`src/rtl/obc_shift_acc_if.sv`:
```
// Conversion request, partial-product stream and result bus for one OBC lane.
interface obc_shift_acc_if #(
  parameter int PP_W  = 32,
  parameter int OUT_W = 32
);
  logic             start;
  logic [PP_W-1:0]  offset;
  logic [PP_W-1:0]  pp;
  logic             pp_valid;
  logic             pp_ready;
  logic             busy;
  logic [OUT_W-1:0] result;
  logic             result_valid;
  logic             overflow;

  modport master (
    output start, offset, pp, pp_valid,
    input  pp_ready, busy, result, result_valid, overflow
  );

  modport slave (
    input  start, offset, pp, pp_valid,
    output pp_ready, busy, result, result_valid, overflow
  );
endinterface

```
`src/rtl/obc_shift_acc.sv`:
```
// MSB-first OBC accumulate-and-shift: result_valid one edge after the FINAL state,
// pp accepted only in ACCUM (pp_valid gaps stall the accumulation).
module obc_shift_acc #(
  parameter int PP_W       = 32,
  parameter int ACC_W      = 40,
  parameter int OUT_W      = 32,
  parameter int NBITS      = 16,
  parameter int SIGNED_MSB = 1,
  parameter int SAT        = 1
) (
  input  logic             clk,
  input  logic             rst,
  obc_shift_acc_if.slave   bus
);
  localparam logic [1:0] S_IDLE  = 2'd0;
  localparam logic [1:0] S_ACCUM = 2'd1;
  localparam logic [1:0] S_FINAL = 2'd2;
  localparam int CNT_W = $clog2(NBITS);
  localparam int XW    = ACC_W - OUT_W + 1;

  logic [1:0]       state_q, state_d;
  logic [ACC_W-1:0] acc_q, acc_d;
  logic [ACC_W-1:0] off_q, off_d;
  logic [CNT_W-1:0] cnt_q, cnt_d;
  logic [OUT_W-1:0] result_q, result_d;
  logic             result_valid_q, result_valid_d;
  logic             overflow_q, overflow_d;

  logic [ACC_W-1:0] pp_ext;
  logic [ACC_W-1:0] sum;
  logic [XW-1:0]    sum_hi;
  logic             sum_ovf;

  assign pp_ext = {{(ACC_W-PP_W){bus.pp[PP_W-1]}}, bus.pp};
  assign sum    = acc_q + off_q;
  // Sum fits OUT_W only if every bit from OUT_W-1 upward equals the sign.
  assign sum_hi  = sum[ACC_W-1:OUT_W-1];
  assign sum_ovf = !((&sum_hi) || !(|sum_hi));

  always_comb begin
    state_d        = state_q;
    acc_d          = acc_q;
    off_d          = off_q;
    cnt_d          = cnt_q;
    result_d       = result_q;
    overflow_d     = overflow_q;
    result_valid_d = 1'b0;
    case (state_q)
      S_IDLE: begin
        if (bus.start) begin
          off_d   = {{(ACC_W-PP_W){bus.offset[PP_W-1]}}, bus.offset};
          acc_d   = '0;
          cnt_d   = '0;
          state_d = S_ACCUM;
        end
      end
      S_ACCUM: begin
        if (bus.pp_valid) begin
          if (cnt_q == '0)
            acc_d = (SIGNED_MSB != 0) ? -pp_ext : pp_ext;
          else
            acc_d = {acc_q[ACC_W-2:0], 1'b0} + pp_ext;
          cnt_d = cnt_q + CNT_W'(1);
          if (cnt_q == CNT_W'(NBITS-1))
            state_d = S_FINAL;
        end
      end
      S_FINAL: begin
        result_valid_d = 1'b1;
        overflow_d     = sum_ovf;
        if ((SAT != 0) && sum_ovf)
          result_d = sum[ACC_W-1] ? {1'b1, {(OUT_W-1){1'b0}}} : {1'b0, {(OUT_W-1){1'b1}}};
        else
          result_d = sum[OUT_W-1:0];
        state_d = S_IDLE;
      end
      default: state_d = S_IDLE;
    endcase
  end

  always_ff @(posedge clk or posedge rst) begin
    if (rst) begin
      state_q        <= S_IDLE;
      acc_q          <= '0;
      off_q          <= '0;
      cnt_q          <= '0;
      result_q       <= '0;
      result_valid_q <= 1'b0;
      overflow_q     <= 1'b0;
    end else begin
      state_q        <= state_d;
      acc_q          <= acc_d;
      off_q          <= off_d;
      cnt_q          <= cnt_d;
      result_q       <= result_d;
      result_valid_q <= result_valid_d;
      overflow_q     <= overflow_d;
    end
  end

  assign bus.pp_ready     = (state_q == S_ACCUM);
  assign bus.busy         = (state_q != S_IDLE);
  assign bus.result       = result_q;
  assign bus.result_valid = result_valid_q;
  assign bus.overflow     = overflow_q;
endmodule

```
`src/flat_wrapper.sv`:
```
// flat-port wrapper written by rule: the top's interface ports become plain ports
module obc_shift_acc_flat 
#(
  parameter int PP_W       = 32,
  parameter int ACC_W      = 40,
  parameter int OUT_W      = 32,
  parameter int NBITS      = 16,
  parameter int SIGNED_MSB = 1,
  parameter int SAT        = 1
)
  (clk, rst, bus_start, bus_offset, bus_pp, bus_pp_valid, bus_pp_ready, bus_busy, bus_result, bus_result_valid, bus_overflow);
  obc_shift_acc_if #(.PP_W(PP_W), .OUT_W(OUT_W)) bus_i ();
  input  logic clk;
  input  logic rst;
  input wire logic [$bits(bus_i.start)-1:0] bus_start;
  input wire logic [$bits(bus_i.offset)-1:0] bus_offset;
  input wire logic [$bits(bus_i.pp)-1:0] bus_pp;
  input wire logic [$bits(bus_i.pp_valid)-1:0] bus_pp_valid;
  output wire logic [$bits(bus_i.pp_ready)-1:0] bus_pp_ready;
  output wire logic [$bits(bus_i.busy)-1:0] bus_busy;
  output wire logic [$bits(bus_i.result)-1:0] bus_result;
  output wire logic [$bits(bus_i.result_valid)-1:0] bus_result_valid;
  output wire logic [$bits(bus_i.overflow)-1:0] bus_overflow;
  assign bus_i.start = bus_start;
  assign bus_i.offset = bus_offset;
  assign bus_i.pp = bus_pp;
  assign bus_i.pp_valid = bus_pp_valid;
  assign bus_pp_ready = bus_i.pp_ready;
  assign bus_busy = bus_i.busy;
  assign bus_result = bus_i.result;
  assign bus_result_valid = bus_i.result_valid;
  assign bus_overflow = bus_i.overflow;
  obc_shift_acc #(.PP_W(PP_W), .ACC_W(ACC_W), .OUT_W(OUT_W), .NBITS(NBITS), .SIGNED_MSB(SIGNED_MSB), .SAT(SAT)) u_core (.clk(clk), .rst(rst), .bus(bus_i));
endmodule
```
`config.mk`:
```
export PLATFORM = sky130hd
export DESIGN_NAME = obc_shift_acc_flat
export DESIGN_NICKNAME = d
export VERILOG_FILES = /design/src/rtl/obc_shift_acc_if.sv /design/src/rtl/obc_shift_acc.sv /design/src/flat_wrapper.sv
export SDC_FILE = /design/constraint.sdc
export NUM_CORES = 1
export LEC_CHECK = 0
export BUFFER_PORTS_ARGS = -buffer_cell sky130_fd_sc_hd__buf_2
export CAP_MARGIN = 20
export CORE_MARGIN = 3
export CORE_UTILIZATION = 55
export DETAILED_ROUTE_END_ITERATION = 10
export GPL_TIMING_DRIVEN = 0
export PLACE_DENSITY_LB_ADDON = 0.25
export SETUP_SLACK_MARGIN = 0.2
export SYNTH_ARGS = -nofsm -noshare
export SYNTH_HDL_FRONTEND = slang
export SYNTH_SLANG_ARGS = --single-unit
```
`constraint.sdc`:
```
create_clock -name clk -period 8.27 [get_ports clk]
set_clock_uncertainty 0.2 [all_clocks]
set_input_delay 0 -clock clk [delete_from_list [all_inputs] [get_ports clk]]
set_output_delay 0 -clock clk [all_outputs]
set_load 0.005 [all_outputs]
```
==> results.yml, run 1 <==
status:
  status: "complete, no violations"
sta:
  setup_tns_ns: 0
  relSlewSlack_pct: 44.8
  setup_viol: 0
  fmax_mhz: 239
  report.final.hold_viol_count: 0
  fin_crit_sh_pct: 50.7
  worst_pin_slew_ns: 0.817
  worst_slack_ns: 4.08
  grt_setup_unrepaired: "false"
  fin_crit_ns: 4.19
  slew_viol_final: 0
floorplan:
  rows: 49
  die_h_um: 144
  io_pins: 104
  initial_core_util_pct: 57.1
  core_area_mm2: 0.0183
  die_area_mm2: 0.0206
  fp.dieW_um: 144
setup_path:
  start_kind: "register"
  arrival_ns: 4.23
  cp_max_fo: 10
  cp-end-kind: "register"
  crit_required_ns: 8.31
  worst-setup-path-type: "register to register"
pwr:
  cellLeakagePower_nw: 5.40
  internal-power_mw: 2.71
  switching_share_pct: 53.2
  netSwitchingPower_mw: 3.08
  ir_drop_uv: 178
  powerDensity_mw_per_mm2: 471
  seqPwrFrac_pct: 17.6
  p_clk_share_pct: 8.9
  combPwrFrac_pct: 73.5
place:
  placed_area_mm2: 0.0113
  dp_hpwl_um: 23800
  place.gp.congestion: 0.967
  dp.cells: 1570
  portBuffers: 103
  dp_slack_ns: 4.13
finish:
  syn_to_final_growth_pct: 17.8
  final_cells: 1655
  n_fill_cell: 1487
  final_area_mm2: 0.0123
  fin_nets: 1570
  drive_above_1_share_pct: 15.1
  final_core_util_pct: 67.3
detailed_routing:
  via_count: 10500
  drt-total-wl_um: 31100
  drt_pass1_iterations: 5
  wl_per_cell_um: 18.8
  via_per_inst: 6.34
  drtIter0Drc: 789
  drtAntennaViolNets: 0
  drc: 0
clock_tree:
  cts_root_buf: "clkbuf_16"
  clkSinkCount: 112
  cts_tree: "done"
  post_cts_resized: 0
  cts_buffer_depth: 2
  cts_max_level: 3
  cts_buffers: 9
  clkLatencyLatePin_ns: 0.36
  path_clk_slew_ns: 0.08
synthesis:
  synth_edf_count: 0
  yosysWarningCount: 0
  ys_types: 89
  avgSynthCellArea_um2: 8.43
  ys_ff_latch: 112
  netlist_instances: 1237
  synthArstFlopShare_pct: 100
  syn-cell-area_mm2: 0.0104
  dominantRegCellSynth: "dfrtp_1"
  ys_seq_area_share_pct: 26.9
  synth_nets: 1387
grt:
  grt_overflow_total: 0
  grt.total_usage_pct: 30.3
  grt_max_degree: 75
  antenna_found_initial: 0
  grt_pass1_wl_um: 50400
  first_global_vias: 9753
job:
  maxCapViolations: 0
worst_hold_path:
  hold_class: "primary input to asynchronous set/reset pin"
layout by cell type, fill, tap and decap left out, types with 10 or more instances in the layout:
master	instances
nand2_1	136
buf_2	116
dfrtp_1	112
o21ai_0	91
nor2_1	82
ha_1	80
a21oi_1	70
dlygate4sd3_1	68
xnor2_1	54
xor2_1	45
clkbuf_1	44
mux2_2	33
nand3_1	33
inv_1	32
nor3_1	29
o211ai_1	25
a21o_1	23
nand4_1	19
a22oi_1	18
a211oi_1	17
and2_1	17
nand2b_1	15
and3_1	15
o21a_1	14
o21bai_1	14
a31oi_1	14
or3_1	12
o211ai_2	10
o311ai_1	10
o41ai_1	10
power groups by stage:
stage / Combinational (mW) / Clock (mW) / Sequential (mW)
floorplan: 3.22 / 0 / 0.908
global placement: 4.04 / 0 / 1.00
finish: 4.25 / 0.513 / 1.02
global route: 4.67 / 0.533 / 1.04
detailed placement: 4.10 / 0 / 1.01
CTS: 4.16 / 0.511 / 1.01
metrics by stage:
stage | hold slack [ns] | total power [mW]
after global placement | 0.0301 | 5.04
after floorplan | -0.0483 | 4.13
after CTS | 0.0354 | 5.68
after detailed placement | -0.123 | 5.12
final | 0.0210 | 5.79
after global routing | 0.0952 | 6.24
registers in the layout (all words and copies together), names as in the netlist:
| register | count |
|---|---|
| u_core.acc_q | 40 |
| u_core.bus.result | 32 |
| u_core.off_q | 32 |
| u_core.cnt_q | 4 |
| u_core.state_q | 2 |
| u_core.bus.overflow | 1 |
| u_core.bus.result_valid | 1 |
cell usage after synthesis, drive strengths merged (16+ instances only):
library cell / instances / area, um2
nand2: 136 / 510
dfrtp: 112 / 2800
o21ai: 93 / 469
nor2: 82 / 308
ha: 80 / 1000
a21oi: 73 / 377
xnor2: 54 / 473
xor2: 46 / 422
clkbuf: 44 / 166
o211ai: 35 / 313
nand3: 34 / 175
inv: 33 / 124
mux2: 33 / 372
nor3: 31 / 165
a21o: 23 / 173
nand4: 21 / 161
a22oi: 18 / 135
a211oi: 17 / 128
and2: 17 / 106
buf: 17 / 110
and3: 16 / 105
timing repair:
action	CTS	global route
setup buffers	0	0
hold endpoints to repair	178	0
hold buffers	68	0
worst paths after layout:
kind	from	endpoint	slack, ns	depth (start not counted)
setup / recovery	u_core.acc_q[1]	u_core.bus.result[15]	4.08	11
hold / removal	rst	u_core.off_q[4]	0.02	3
setup reg to reg	u_core.acc_q[1]	u_core.bus.result[15]	4.08	11
hold reg to reg	u_core.state_q[1]	u_core.state_q[1]	0.28	1
max in group asynchronous	rst	u_core.off_q[20]	7.10	4
min in group clk	bus_pp[31]	u_core.acc_q[31]	0.15	6
critical path, cell delays in order (launching register included):
cell and delay [ns]:
dfrtp_1 0.48, ha_1 0.33, a211oi_1 0.31, o21ai_0 0.26, a21oi_1 0.36, nor4b_1 0.12, nor3b_1 0.57, mux2i_1 0.35
nand4_4 0.18, o31ai_4 0.53, buf_6 0.24, o211ai_1 0.11
per-layer routing:
layer	up-vias	wire length (um)	global-route usage, %
met4	0	651	8.03
met2	459	14500	49.4
met5	-	0	0
met3	50	2220	3.06
li1	5035	-	-
met1	4945	13800	43.2
area by class of cell:
type | instances | area (um2) | share of cell area, %
Multi-Input combinational cell | 1030 | 7220 | 58.8
Sequential cell | 112 | 2800 | 22.8
Timing Repair Buffer | 172 | 1220 | 9.96
Tap cell | 229 | 287 | 2.33
Buffer | 61 | 277 | 2.25
Clock buffer | 10 | 229 | 1.86
Inverter | 34 | 130 | 1.06
Clock inverter | 6 | 115 | 0.937
Antenna cell | 1 | 2.50 | 0.0204
logic make-up after synthesis:
family	after synthesis	synth area share, %
AO/OA/AOI/OAI	404	27.4
XOR/XNOR	100	8.58
adder cells (fa/ha/maj)	82	9.98
buffers and inverters	95	3.88
flip-flops	112	26.9
multiplexers	35	3.76
AND/OR/NAND/NOR	409	19.5
No activity file was read; power rests on OpenSTA's default activity.
==> inputs of run 2 (changes only) <==
clock period = 3.6 ns   (was 8.27 ns; I/O delays follow)
==> run 2 against run 1 <==
Effect of this change: the flow now finishes with violations (negative setup slack); clock-buffer cell count grew 1; critical path depth grew 3; fmax grew 15%; setup slack lost 4.1 ns; core utilization grew 8.3 points; global-route usage grew 2.0 points; cell count grew 3.9%; cell area grew 12%; sequential cell count is the same; first-iteration DRC count grew 53%; sequential share of layout area shrank 2.4 points; routed wire length grew 15%; largest cell class unchanged.
==> results.yml, run 2 (synthesis results as in run 1) <==
grt:
  antenna_found_initial: 2
  grt_max_degree: 75
  grt_pass1_wl_um: 53400
  grt.total_usage_pct: 32.3
  grt_overflow_total: 0
  first_global_vias: 10300
detailed_routing:
  drt_pass1_iterations: 6
  drc: 0
  drtIter0Drc: 1211
  drtAntennaViolNets: 0
  wl_per_cell_um: 20.9
  drt-total-wl_um: 35900
  via_count: 11200
  via_per_inst: 6.51
sta:
  worst_pin_slew_ns: 0.877
  relSlewSlack_pct: 41.4
  fin_crit_ns: 3.65
  fin_crit_sh_pct: 101
  worst_slack_ns: -0.0533
  slew_viol_final: 0
  setup_tns_ns: -0.161
  grt_setup_unrepaired: "true"
  report.final.hold_viol_count: 0
  setup_viol: 16
  fmax_mhz: 274
finish:
  layout_common_cells: "nand2_1, buf_2, dfrtp_1"
  syn_to_final_growth_pct: 32.4
  top_register: "u_core.acc_q"
  final_common_cell: "nand2_1"
  drive_above_1_share_pct: 26.9
  fin_nets: 1634
  largest_reg_flops: 40
clock_tree:
  clkLatencyLatePin_ns: 0.36
  cts_tree: "done"
  cts_buffer_depth: 2
  cts_root_buf: "clkbuf_16"
  path_clk_slew_ns: 0.08
  cts_buffers: 9
  clkSinkCount: 112
  cts_max_level: 3
setup_path:
  arrival_ns: 3.72
  crit_required_ns: 3.67
  startpoint: "u_core.acc_q[0]"
  start_kind: "register"
  worst-setup-path-type: "register to register"
  cp_max_fo: 6
  cp-end-kind: "register"
  rr_startpoint: "u_core.acc_q[0]"
job:
  maxCapViolations: 0
floorplan:
  initial_core_util_pct: 57.1
  die_area_mm2: 0.0206
  core_area_mm2: 0.0183
  die_h_um: 144
  fp.dieW_um: 144
  rows: 49
  io_pins: 104
place:
  dp_hpwl_um: 23800
  place.gp.congestion: 0.966
  portBuffers: 103
worst_hold_path:
  hold_class: "primary input to asynchronous set/reset pin"
status:
  violations: "negative setup slack"
  status: "finished, violations left"
==> run 2: changes by cell type in the layout (fill, tap and decap cells not counted), moves of 8 or more <==
cell	change
a211oi_1	-8
buf_2	-8
buf_4	+52
buf_6	+12
clkbuf_1	-9
dfrtp_1	-10
dfrtp_2	+10
ha_1	-24
ha_4	+18
o21ai_0	-12
o21ai_1	+8
o311ai_1	-8
o311ai_2	+8
o41ai_1	-9
==> run 2: routing by layer <==
layer  vias to the layer above  global-route usage (%)  wire length, um
met5                         -                       0                0
met4                         0                    11.8             1560
met3                       132                    3.39             2960
met2                       625                    53.7            16800
met1                      5295                    43.8            14600
li1                       5134                       -                -
==> run 2: path summary, 6_finish.rpt <==
kind / endpoint / slack, ns / cells after the start
hold / removal: u_core.bus.result[3] / 0.02 / 3
min in group clk: u_core.acc_q[31] / 0.15 / 6
hold reg to reg: u_core.state_q[1] / 0.28 / 1
setup reg to reg: u_core.bus.result[17] / -0.05 / 14
setup / recovery: u_core.bus.result[17] / -0.05 / 14
max in group asynchronous: u_core.off_q[31] / 2.38 / 4
==> run 2: layout make-up <==
| cell class | instances | area (um2) |
|---|---|---|
| antenna | 2 | 5.00 |
| fill | 1228 | 4460 |
| multi-input combinational | 1030 | 8140 |
| timing repair buffer | 236 | 1820 |
| inverter | 34 | 130 |
| clock buffer | 11 | 243 |
| sequential | 112 | 2820 |
| clock inverter | 4 | 30.0 |
| tap | 229 | 287 |
| buffer | 61 | 347 |
==> run 2: stage by stage <==
step                hold slack (ns)  setup slack (ns)  utilization [%]  instances  instance area, um2
finish                       0.0181           -0.0533             75.6       1719               13800
global route                 0.0800            -0.158             75.6       1719               13800
CTS                          0.0333            0.0286             71.8       1695               13100
detailed placement           -0.124            -0.586             61.7       1570               11300
global placement             0.0323            -0.791             61.5       1569               11200
floorplan                   -0.0483             0.200                -       1237               10400
==> run 2: critical path, stage by stage (launching register included) <==
cell       delay (ns)
dfrtp_2          0.44
ha_4             0.17
fa_2             0.35
a211oi_2         0.21
o21bai_1         0.14
o22a_2           0.28
o2111ai_4        0.30
a211oi_2         0.12
a211o_1          0.34
buf_6            0.14
nor4_4           0.14
buf_6            0.16
nand3_4          0.16
buf_6            0.19
o211ai_1         0.20
==> run 2: repair_timing <==
action                                  in CTS  in global routing
pin swaps                                   56                 49
endpoints found under the setup margin      41                 41
resized for setup                          111                 98
hold buffers                                69                  0
setup buffers                               37                 22
hold endpoints to repair                   178                  0
gates cloned                                 4                  0
Power of run 2 is left out: the tool's default activity adds up to more than one toggle a clock period on the data nets, which glitch-free logic cannot reach.
==> inputs of run 3 (changes only) <==
CTS_BUF_LIST = sky130_fd_sc_hd__clkbuf_8   (was not set)
==> run 3 against run 2 <==
Effect of this change: the run still ends with negative setup slack left; register-to-register slack lost 0.06 ns; via count fell by 0.62%; core utilization decreased by 1.3 points; global-route usage is 0.47 points lower; fmax is 1.6% lower; die area is the same; cell area decreased by 1.8%; cell count is 0.17% lower; critical path type unchanged.
==> results.yml, run 3 (synthesis results as in run 1) <==
place:
  dp_hpwl_um: 23800
  dp.cells: 1570
  placed_area_mm2: 0.0113
  place.gp.congestion: 0.966
  portBuffers: 103
detailed_routing:
  drt_pass1_iterations: 5
  via_count: 11100
  drt-total-wl_um: 35100
  drc: 0
  drtAntennaViolNets: 0
  wl_per_cell_um: 20.4
  via_per_inst: 6.48
  drtIter0Drc: 1105
clock_tree:
  path_clk_slew_ns: 0.11
  cts_tree: "done"
  cts_buffers: 9
  clkSinkCount: 112
  cts_root_buf: "clkbuf_8"
  cts_buffer_depth: 2
  cts_max_level: 3
  clkLatencyLatePin_ns: 0.40
worst_hold_path:
  whs_path_depth: 6
  worstHoldEndpoint: "u_core.acc_q[31]"
  hp-start: "bus_pp[31]"
  hold_class: "primary input to register"
setup_path:
  r2r_cells: 13
  worst-setup-path-type: "register to register"
  reg2reg_slack_ns: -0.11
  crit_required_ns: 3.66
  rr_startpoint: "u_core.acc_q[5]"
  cpPeakStageDelay_ns: 0.49
  r2r_end: "u_core.bus.result[25]"
  arrival_ns: 3.78
  start_kind: "register"
  worstPathCellList: "ha_4 -> nand4_1 -> buf_4 -> nor2_4 -> nand3_2 -> a311o_2 -> a211o_1 -> o211ai_1 -> buf_4 -> o21ai_4 -> buf_4 -> o41ai_4 -> o311ai_2"
  path_common_cell: "buf_4"
  cp_max_fo: 7
  cp_slowest_cell: "a311o_2"
  cp-end-kind: "register"
sta:
  slew_viol_final: 0
  worst_slack_ns: -0.113
  worst_pin_slew_ns: 0.860
  relSlewSlack_pct: 42.5
  fin_crit_ns: 3.71
  setup_viol: 32
  setup_tns_ns: -1.56
  grt_setup_unrepaired: "true"
  report.final.hold_viol_count: 0
  fmax_mhz: 269
  fin_crit_sh_pct: 103
floorplan:
  rows: 49
  io_pins: 104
  core_area_mm2: 0.0183
  die_h_um: 144
  fp.dieW_um: 144
  die_area_mm2: 0.0206
  initial_core_util_pct: 57.1
finish:
  final_cells: 1716
  drive_above_1_share_pct: 25.4
  final_area_mm2: 0.0136
  largest_reg_flops: 40
  final_common_cell: "nand2_1"
  top_register: "u_core.acc_q"
  final_core_util_pct: 74.2
  syn_to_final_growth_pct: 30.1
  fin_nets: 1632
  layout_common_cells: "nand2_1, buf_2, dfrtp_1"
job:
  maxCapViolations: 0
grt:
  grt_max_degree: 75
  grt_overflow_total: 0
  grt.total_usage_pct: 31.8
  grt_pass1_wl_um: 53000
  antenna_found_initial: 1
  first_global_vias: 10300
status:
  status: "finished, violations left"
  violations: "negative setup slack"
-- run 3: worst max-delay path by stage --
stage / from / endpoint / slack, ns
3_5_place_dp: u_core.acc_q[1] / u_core.bus.result[20] / -0.59
2_1_floorplan: u_core.acc_q[0] / u_core.acc_q[39] / 0.20
5_1_grt: u_core.acc_q[8] / u_core.bus.result[20] / -0.20
4_1_cts: u_core.acc_q[0] / u_core.bus.result[15] / 0.06
3_3_place_gp: rst / u_core.off_q[21] / -0.79
6_report: u_core.acc_q[5] / u_core.bus.result[25] / -0.11
-- run 3: cell type report --
cell class,count,area (um2)
clock buffer,10,138
inverter,34,130
sequential,112,2810
multi-input combinational,1030,8050
buffer,61,338
clock inverter,5,33.8
timing repair buffer,234,1780
tap,229,287
fill,1283,4710
antenna,1,2.50
-- run 3: routing by layer --
layer / vias to the layer above / GRT usage [%] / wire (um)
met1: 5282 / 43.3 / 14600
met4: 0 / 9.12 / 1100
met5: - / 0 / 0
met2: 601 / 53.8 / 16700
li1: 5130 / - / -
met3: 104 / 3.53 / 2700
-- run 3: what timing repair did --
| item | CTS | global route |
|---|---|---|
| resized for setup | 101 | 83 |
| gates cloned | 3 | 1 |
| setup endpoints to repair | 41 | 43 |
| pin swaps | 53 | 45 |
| setup buffers | 34 | 14 |
| hold buffers | 78 | 0 |
| hold endpoints to repair | 178 | 0 |
-- run 3: per-stage QoR --
stage	hold slack, ns	setup slack [ns]
final	0.101	-0.113
after global routing	0.163	-0.201
after CTS	0.0535	0.0582
after detailed placement	-0.124	-0.586
after global placement	0.0323	-0.791
after floorplan	-0.0483	0.200
-- run 3: worst max-delay path, delay by kind of cell (launching register included) --
family / cells / cell delay (ns)
flip-flops: 1 / 0.48
AND/OR/NAND/NOR: 3 / 0.46
buffers and inverters: 3 / 0.54
AO/OA/AOI/OAI: 6 / 1.52
adder cells (fa/ha/maj): 1 / 0.34
Power of run 3 is left out for the same reason.
